<file path="config.mk">
export PLATFORM = sky130hd
export DESIGN_NAME = acc_ctrl_seq_flat
export DESIGN_NICKNAME = d
export VERILOG_FILES = /design/src/rtl/acc_ctrl_seq_pkg.sv /design/src/rtl/acc_ctrl_seq_if.sv /design/src/rtl/acc_ctrl_seq_mem_wait_timer.sv /design/src/rtl/acc_ctrl_seq.sv /design/src/flat_wrapper.sv
export SDC_FILE = /design/constraint.sdc
export NUM_CORES = 1
export LEC_CHECK = 0
export BUFFER_PORTS_ARGS = -buffer_cell sky130_fd_sc_hd__buf_2
export CAP_MARGIN = 0
export CELL_PAD_IN_SITES_DETAIL_PLACEMENT = 1
export CELL_PAD_IN_SITES_GLOBAL_PLACEMENT = 2
export CORE_MARGIN = 4
export CORE_UTILIZATION = 27
export DETAILED_ROUTE_END_ITERATION = 12
export GPL_TIMING_DRIVEN = 1
export PLACE_DENSITY_LB_ADDON = 0.2
export SYNTH_ARGS = -nofsm -noshare
export SYNTH_HDL_FRONTEND = slang
export SYNTH_SLANG_ARGS = --single-unit
</file>
<file path="constraint.sdc">
create_clock -name CLK -period 2.62 [get_ports CLK]
set_clock_uncertainty 0.05 [all_clocks]
set_input_delay 0.524 -clock CLK [delete_from_list [all_inputs] [get_ports CLK]]
set_output_delay 0.524 -clock CLK [all_outputs]
set_load 0.05 [all_outputs]
</file>
<file path="src/rtl/acc_ctrl_seq_pkg.sv">
// Shared types and constants for the accumulator decode/sequencing stage.
package acc_pkg;

  typedef enum logic [3:0] {
    OP_LD   = 4'h0,
    OP_ST   = 4'h1,
    OP_ADD  = 4'h2,
    OP_SUB  = 4'h3,
    OP_AND  = 4'h4,
    OP_OR   = 4'h5,
    OP_XOR  = 4'h6,
    OP_SHL  = 4'h7,
    OP_SHR  = 4'h8,
    OP_LW   = 4'h9,
    OP_SW   = 4'hA,
    OP_NOP  = 4'hB,
    OP_ILLC = 4'hC,
    OP_ILLD = 4'hD,
    OP_ILLE = 4'hE,
    OP_HALT = 4'hF
  } opcode_e;

  typedef enum logic [2:0] {
    S_IDLE,
    S_RUN,
    S_MEM_WAIT,
    S_HALTED,
    S_ERROR
  } state_e;

  typedef enum logic [2:0] {
    ALU_ADD = 3'd0,
    ALU_SUB = 3'd1,
    ALU_AND = 3'd2,
    ALU_OR  = 3'd3,
    ALU_XOR = 3'd4,
    ALU_SHL = 3'd5,
    ALU_SHR = 3'd6
  } aluop_e;

  localparam logic [1:0] ACCSEL_ALU   = 2'd0;
  localparam logic [1:0] ACCSEL_RDATA = 2'd1;
  localparam logic [1:0] ACCSEL_MEM   = 2'd2;

  localparam logic [3:0] ACC_IDX = 4'b1110;

  localparam int unsigned OPC_MSB = 8;
  localparam int unsigned OPC_LSB = 5;
  localparam int unsigned R_BIT   = 4;

  // ALU opcodes are contiguous starting at ADD, so the ALU op is a plain offset.
  function automatic aluop_e opToAlu(input opcode_e op);
    logic [3:0] d;
    d = op - OP_ADD;
    return aluop_e'(d[2:0]);
  endfunction

endpackage

</file>
<file path="src/rtl/acc_ctrl_seq_if.sv">
// Fetch handshake and data-memory request bus of the decode/sequencing stage.
interface acc_ctrl_seq_if;
  logic       InstValid;
  logic [8:0] Inst;
  logic       InstReady;
  logic       MemReq;
  logic       MemWrite;
  logic       MemAck;

  modport master (
    output InstValid, Inst, MemAck,
    input  InstReady, MemReq, MemWrite
  );

  modport slave (
    input  InstValid, Inst, MemAck,
    output InstReady, MemReq, MemWrite
  );
endinterface

</file>
<file path="src/rtl/acc_ctrl_seq_mem_wait_timer.sv">
// Counts consecutive un-acknowledged memory-wait cycles; Expire flags the
// MEM_TIMEOUT-th such cycle combinationally.
module mem_wait_timer #(
  parameter int unsigned MEM_TIMEOUT = 15
) (
  input  logic CLK,
  input  logic Reset,
  input  logic Clear,
  input  logic Enable,
  output logic Expire
);
  localparam int unsigned CW = (MEM_TIMEOUT > 1) ? $clog2(MEM_TIMEOUT) : 1;

  logic [CW-1:0] count;

  assign Expire = Enable && (count == CW'(MEM_TIMEOUT - 1));

  always_ff @(posedge CLK) begin
    if (Reset || Clear) begin
      count <= '0;
    end else if (Enable && !Expire) begin
      count <= count + CW'(1);
    end
  end
endmodule

</file>
<file path="src/rtl/acc_ctrl_seq.sv">
// Decode/sequencing stage feeding the accumulator register file: decodes fetch
// instructions, sequences loads/stores with an ack timeout, counts retirements.
module acc_ctrl_seq #(
  parameter int unsigned RAW         = 4,
  parameter int unsigned MEM_TIMEOUT = 15,
  parameter logic [RAW-1:0] ACC_IDX  = RAW'(acc_pkg::ACC_IDX)
) (
  input  logic           CLK,
  input  logic           Reset,
  input  logic           Start,
  acc_ctrl_seq_if.slave  bus,
  output logic [RAW-1:0] ReadAddr,
  output logic           ReadRegEn,
  output logic [RAW-1:0] RegWriteAddr,
  output logic           WriteRegEn,
  output logic           WriteACCEn,
  output logic [1:0]     ACCSel,
  output logic [2:0]     ALUOp,
  output logic           Done,
  output logic           Error,
  output logic [15:0]    InstCount
);
  import acc_pkg::*;

  state_e         state, nextState;
  opcode_e        opc;
  logic           instR;
  logic [RAW-1:0] operand;
  logic           illegal;
  logic           retire;
  logic           memStart;
  logic           memIsStore;
  logic           memR;
  logic [RAW-1:0] memOperand;
  logic [15:0]    count;
  logic           timerEn, timerClear, timerExpire;

  assign opc     = opcode_e'(bus.Inst[OPC_MSB:OPC_LSB]);
  assign instR   = bus.Inst[R_BIT];
  assign operand = bus.Inst[RAW-1:0];
  assign illegal = (opc == OP_ILLC) || (opc == OP_ILLD) || (opc == OP_ILLE) ||
                   ((opc == OP_ST) && !instR);

  assign timerEn    = !Reset && (state == S_MEM_WAIT) && !bus.MemAck;
  assign timerClear = (state != S_MEM_WAIT) || bus.MemAck;

  mem_wait_timer #(.MEM_TIMEOUT(MEM_TIMEOUT)) waitTimer (
    .CLK    (CLK),
    .Reset  (Reset),
    .Clear  (timerClear),
    .Enable (timerEn),
    .Expire (timerExpire)
  );

  always_ff @(posedge CLK) begin
    if (Reset) begin
      state      <= S_IDLE;
      count      <= '0;
      memIsStore <= 1'b0;
      memR       <= 1'b0;
      memOperand <= '0;
    end else begin
      state <= nextState;
      if ((state == S_HALTED) && Start) begin
        count <= '0;
      end else if (retire && (count != '1)) begin
        count <= count + 16'd1;
      end
      if (memStart) begin
        memIsStore <= (opc == OP_SW);
        memR       <= instR;
        memOperand <= operand;
      end
    end
  end

  always_comb begin
    nextState     = state;
    bus.InstReady = 1'b0;
    bus.MemReq    = 1'b0;
    bus.MemWrite  = 1'b0;
    ReadAddr      = '0;
    ReadRegEn     = 1'b0;
    RegWriteAddr  = '0;
    WriteRegEn    = 1'b0;
    WriteACCEn    = 1'b0;
    ACCSel        = ACCSEL_ALU;
    ALUOp         = ALU_ADD;
    retire        = 1'b0;
    memStart      = 1'b0;
    if (!Reset) begin
      unique case (state)
        S_IDLE: if (Start) nextState = S_RUN;
        S_RUN: begin
          bus.InstReady = 1'b1;
          if (bus.InstValid) begin
            if (illegal) begin
              nextState = S_ERROR;
            end else begin
              ReadAddr     = operand;
              ReadRegEn    = instR;
              RegWriteAddr = operand;
              retire       = 1'b1;
              unique case (opc)
                OP_LD: begin
                  WriteACCEn = 1'b1;
                  ACCSel     = ACCSEL_RDATA;
                end
                // Storing ACC into its own slot is suppressed so it has no effect.
                OP_ST: WriteRegEn = (operand != ACC_IDX);
                OP_ADD, OP_SUB, OP_AND, OP_OR, OP_XOR, OP_SHL, OP_SHR: begin
                  WriteACCEn = 1'b1;
                  ALUOp      = opToAlu(opc);
                end
                OP_LW, OP_SW: begin
                  retire    = 1'b0;
                  memStart  = 1'b1;
                  nextState = S_MEM_WAIT;
                end
                OP_HALT: nextState = S_HALTED;
                default: ;
              endcase
            end
          end
        end
        S_MEM_WAIT: begin
          bus.MemReq   = 1'b1;
          bus.MemWrite = memIsStore;
          ReadAddr     = memOperand;
          ReadRegEn    = memR;
          if (bus.MemAck) begin
            if (!memIsStore) begin
              WriteACCEn = 1'b1;
              ACCSel     = ACCSEL_MEM;
            end
            retire    = 1'b1;
            nextState = S_RUN;
          end else if (timerExpire) begin
            nextState = S_ERROR;
          end
        end
        S_HALTED: if (Start) nextState = S_RUN;
        S_ERROR: ;
        default: nextState = S_IDLE;
      endcase
    end
  end

  assign Done      = !Reset && (state == S_HALTED);
  assign Error     = !Reset && (state == S_ERROR);
  assign InstCount = Reset ? '0 : count;
endmodule

</file>
<file path="src/flat_wrapper.sv">
// flat-port wrapper written by rule: the top's interface ports become plain ports
module acc_ctrl_seq_flat import acc_pkg::*;
#(
  parameter int unsigned RAW         = 4,
  parameter int unsigned MEM_TIMEOUT = 15,
  parameter logic [RAW-1:0] ACC_IDX  = RAW'(acc_pkg::ACC_IDX)
)
  (CLK, Reset, Start, ReadAddr, ReadRegEn, RegWriteAddr, WriteRegEn, WriteACCEn, ACCSel, ALUOp, Done, Error, InstCount, bus_InstValid, bus_Inst, bus_MemAck, bus_InstReady, bus_MemReq, bus_MemWrite);
  acc_ctrl_seq_if bus_i ();
  input  logic CLK;
  input  logic Reset;
  input  logic Start;
  output logic [RAW-1:0] ReadAddr;
  output logic ReadRegEn;
  output logic [RAW-1:0] RegWriteAddr;
  output logic WriteRegEn;
  output logic WriteACCEn;
  output logic [1:0] ACCSel;
  output logic [2:0] ALUOp;
  output logic Done;
  output logic Error;
  output logic [15:0] InstCount;
  input wire logic [$bits(bus_i.InstValid)-1:0] bus_InstValid;
  input wire logic [$bits(bus_i.Inst)-1:0] bus_Inst;
  input wire logic [$bits(bus_i.MemAck)-1:0] bus_MemAck;
  output wire logic [$bits(bus_i.InstReady)-1:0] bus_InstReady;
  output wire logic [$bits(bus_i.MemReq)-1:0] bus_MemReq;
  output wire logic [$bits(bus_i.MemWrite)-1:0] bus_MemWrite;
  assign bus_i.InstValid = bus_InstValid;
  assign bus_i.Inst = bus_Inst;
  assign bus_i.MemAck = bus_MemAck;
  assign bus_InstReady = bus_i.InstReady;
  assign bus_MemReq = bus_i.MemReq;
  assign bus_MemWrite = bus_i.MemWrite;
  acc_ctrl_seq #(.RAW(RAW), .MEM_TIMEOUT(MEM_TIMEOUT), .ACC_IDX(ACC_IDX)) u_core (.CLK(CLK), .Reset(Reset), .Start(Start), .bus(bus_i), .ReadAddr(ReadAddr), .ReadRegEn(ReadRegEn), .RegWriteAddr(RegWriteAddr), .WriteRegEn(WriteRegEn), .WriteACCEn(WriteACCEn), .ACCSel(ACCSel), .ALUOp(ALUOp), .Done(Done), .Error(Error), .InstCount(InstCount));
endmodule
</file>
==> flow_metrics.tcl <==
set metrics [dict create \
    fin_area_um2 2870 \
    synth.largest_area_cell "dfxtp_1" \
    hpwl_mm 4.59 \
    critPathSlowestCell "or4b_4" \
    via_per_inst 4.76 \
    cts_sinks 29 \
    synth_ff_type "dfxtp_1" \
    gp_congestion 0.742 \
    path_class "in2out" \
    synth_edf_count 0 \
    first_pass_iters 4 \
    ios 51 \
    routed_wl_mm 6.13 \
    placed_area_um2 2540 \
    avgSynthCellArea_um2 7.57 \
    cts_tree "done" \
    syn2layout_area_growth_pct 43.8 \
    ir_drop_mv 0.150 \
    worst_pin_slew_ps 568 \
    antenna_found_initial 0 \
    cts-root-buf "clkbuf_8" \
    track_usage_pct 14.6 \
    startpoint_type "input pin" \
    insertion_delay_ps 280 \
    endpoint_kind "output port" \
    via_count 2077 \
    routedWlPerCell_um 14.1 \
    fin_cells 436 \
    die_y_um 94.0 \
    grt_pass1_wl_mm 10.4 \
    route.detailed.drc 0 \
    synth_cells 264 \
    htreeDepth 2 \
    fin_nets 353 \
    slew_viol_final 0 \
    dieWidth_um 94.0 \
    drive_above_1_share_pct 39.5 \
    max_slew_margin_pct 62.0 \
    hold_buffers 0 \
    synth_cell_types 51 \
    fin_crit_sh_pct 99.3 \
    hold-worst-slack_ps 437 \
    crit_buf_inv 2 \
    cts_buffers 5 \
    diodes 0 \
    rows 31 \
    drt_iter0_drc 53 \
    regArea_um2 583 \
    grt.overflow.total 0 \
    leakage_uw 0.00115 \
    final.min_clock_period_ps 2600 \
    nFillCells 908 \
    start_util_pct 27.7 \
    setup_viol 0 \
    placedCellCount 426 \
    crit_chain "buf_6 > or4b_4 > a21oi_4 > nor3_4 > and2_4 > nor2b_4 > and2_4 > buf_8" \
    clk_path_buf_depth 2 \
    hold_class "reg2reg" \
    cp_top_family "simple AND/OR/NAND/NOR gates" \
    yosys-top-cells-area "dfxtp_1 29%, nor2_1 7.3%, nor2b_1 6.3%, nand2_1 5.8%, o21ai_0 4.5%" \
    yosys_warnings 0 \
    port_buffers 50 \
    fp.dieArea_um2 8840 \
    rsz0062_at_grt "yes" \
    async_reset_ff_share_pct 0 \
    yosysTopAreaCellShare_pct 29.1 \
    clock.fmax_ghz 0.384 \
    finalHoldViolations 0 \
    crit_fanout 5 \
    ys_seq_elements 29 \
    grt_start_max_net_pins 22 \
    seq_area_frac_synth_pct 29.1 \
    worstPathRequired_ps 2050 \
    crit_arrival_ps 2030 \
    core_area_um2 7210 \
    syn_area_um2 2000 \
    multiInputGateArea_um2 1460 \
    cpPeakStageDelay_ps 540 \
    path_common_cell "and2_4" \
    path_clk_slew_ps 60 \
    drv_cap 0 \
    grt_pass1_vias 2143 \
    status "finished clean" \
    power_density_nw_per_um2 438 \
    ant_nets 0 \
    synthesis.nets 281 \
]
where the power goes:
part | internal [µW] | switching, µW | total [µW]
clock network | 310 | 172 | 481
logic | 135 | 187 | 322
registers | 451 | 5.32 | 456
total | 895 | 364 | 1260
layout by cell type, fill, tap and decap left out, types with 3 or more instances in the layout:
master / instances
a21oi_1: 10
nor2b_1: 19
and3_1: 3
dfxtp_1: 27
inv_1: 4
o21ai_0: 17
nand2b_1: 9
buf_8: 4
nor2_1: 31
and2_4: 6
nor3_4: 3
a31o_2: 4
xnor2_1: 4
a31oi_1: 3
nor2_2: 7
nand2_1: 31
buf_2: 33
and2_1: 3
ha_1: 3
nand4_1: 6
a22oi_2: 5
nand3_1: 5
mux2i_1: 7
buf_4: 30
clkbuf_8: 6
buf_6: 11
routing by layer:
metal	part of all wire, %	vias to the layer above	track usage, %	wire (µm)
li1	-	1062	-	-
met1	46	974	18.5	2820
met2	49	36	24.6	2990
met3	4.5	5	4.01	277
met4	0.80	0	3.25	49
met5	0	-	0	0
cells by family after synthesis:
group / Yosys count / synth area share (%)
xor+xnor: 5 / 2.19
compound gates: 54 / 17.9
mux: 8 / 4.07
simple gates: 147 / 38.6
buf+inv: 18 / 6.32
fa+ha+maj: 3 / 1.88
flops: 29 / 29.1
metrics by stage:
stage	util, %	setup TNS [ps]	setup WS (ps)	total power (µW)
floorplan	-	-288	-147	663
global placement	35.2	-1810	-181	747
detailed placement	35.2	-2320	-220	751
CTS	38.0	-276	-38.5	1250
global route	39.8	-138	-33.7	1330
finish	39.8	0	18.5	1260
path summary, 6_finish.rpt:
path | slack (ps) | to | depth (start not counted) | startpoint
hold / removal | 440 | u_core.memOperand[3]$_SDFFE_PP0P_ | 2 | u_core.memOperand[3]$_SDFFE_PP0P_
setup / recovery | 20 | RegWriteAddr[0] | 8 | bus_Inst[8]
hold reg to reg | 440 | u_core.memOperand[3]$_SDFFE_PP0P_ | 2 | u_core.memOperand[3]$_SDFFE_PP0P_
setup reg to reg | 160 | u_core.count[10]$_SDFFE_PP0P_ | 7 | u_core.state[1]$_SDFFE_PP0P_
registers in the layout, indices dropped and copies added, names as in the netlist:
name and cells:
u_core.count 16, u_core.memOperand 4, u_core.waitTimer.count 4, u_core.state 3, u_core.memIsStore 1, u_core.memR 1
tightest hold or removal path: stages (launching register included):
cell and delay [ps]:
dfxtp_1 320, nand2b_1 60, o21ai_0 60
cell usage after synthesis (2+ instances only):
cell type,count
xnor2_1,4
a21oi_1,12
nor2_1,39
ha_1,3
nand4b_1,2
nand4_1,6
nand3_1,6
nand2b_1,10
a22oi_1,5
or3_1,2
buf_6,2
dfxtp_1,29
and2_1,8
nor3_1,5
a31o_2,4
and3_1,3
clkbuf_8,4
nor2b_1,20
a31oi_1,3
a211oi_1,2
inv_1,4
nor3b_1,3
mux2i_1,7
nand2_1,31
o21ai_0,18
clkbuf_1,7
repair_timing:
| action | 4_1_cts | 5_1_grt |
|---|---|---|
| setup buffers | 0 | 1 |
| gates resized for setup | 25 | 32 |
| pin swaps | 3 | 16 |
| endpoints found under the setup margin | 15 | 16 |
| gates cloned | 1 | 0 |
area by class of cell:
cell class / instances / area share [%]
clock buffers: 7 / 3.00
clock inverters: 1 / 1.04
inverters: 4 / 0.522
multi-input cells: 218 / 50.8
flip-flops and latches: 29 / 20.3
well taps: 99 / 4.31
repair buffers: 78 / 20.0
Power figures use the tool's default switching activity.
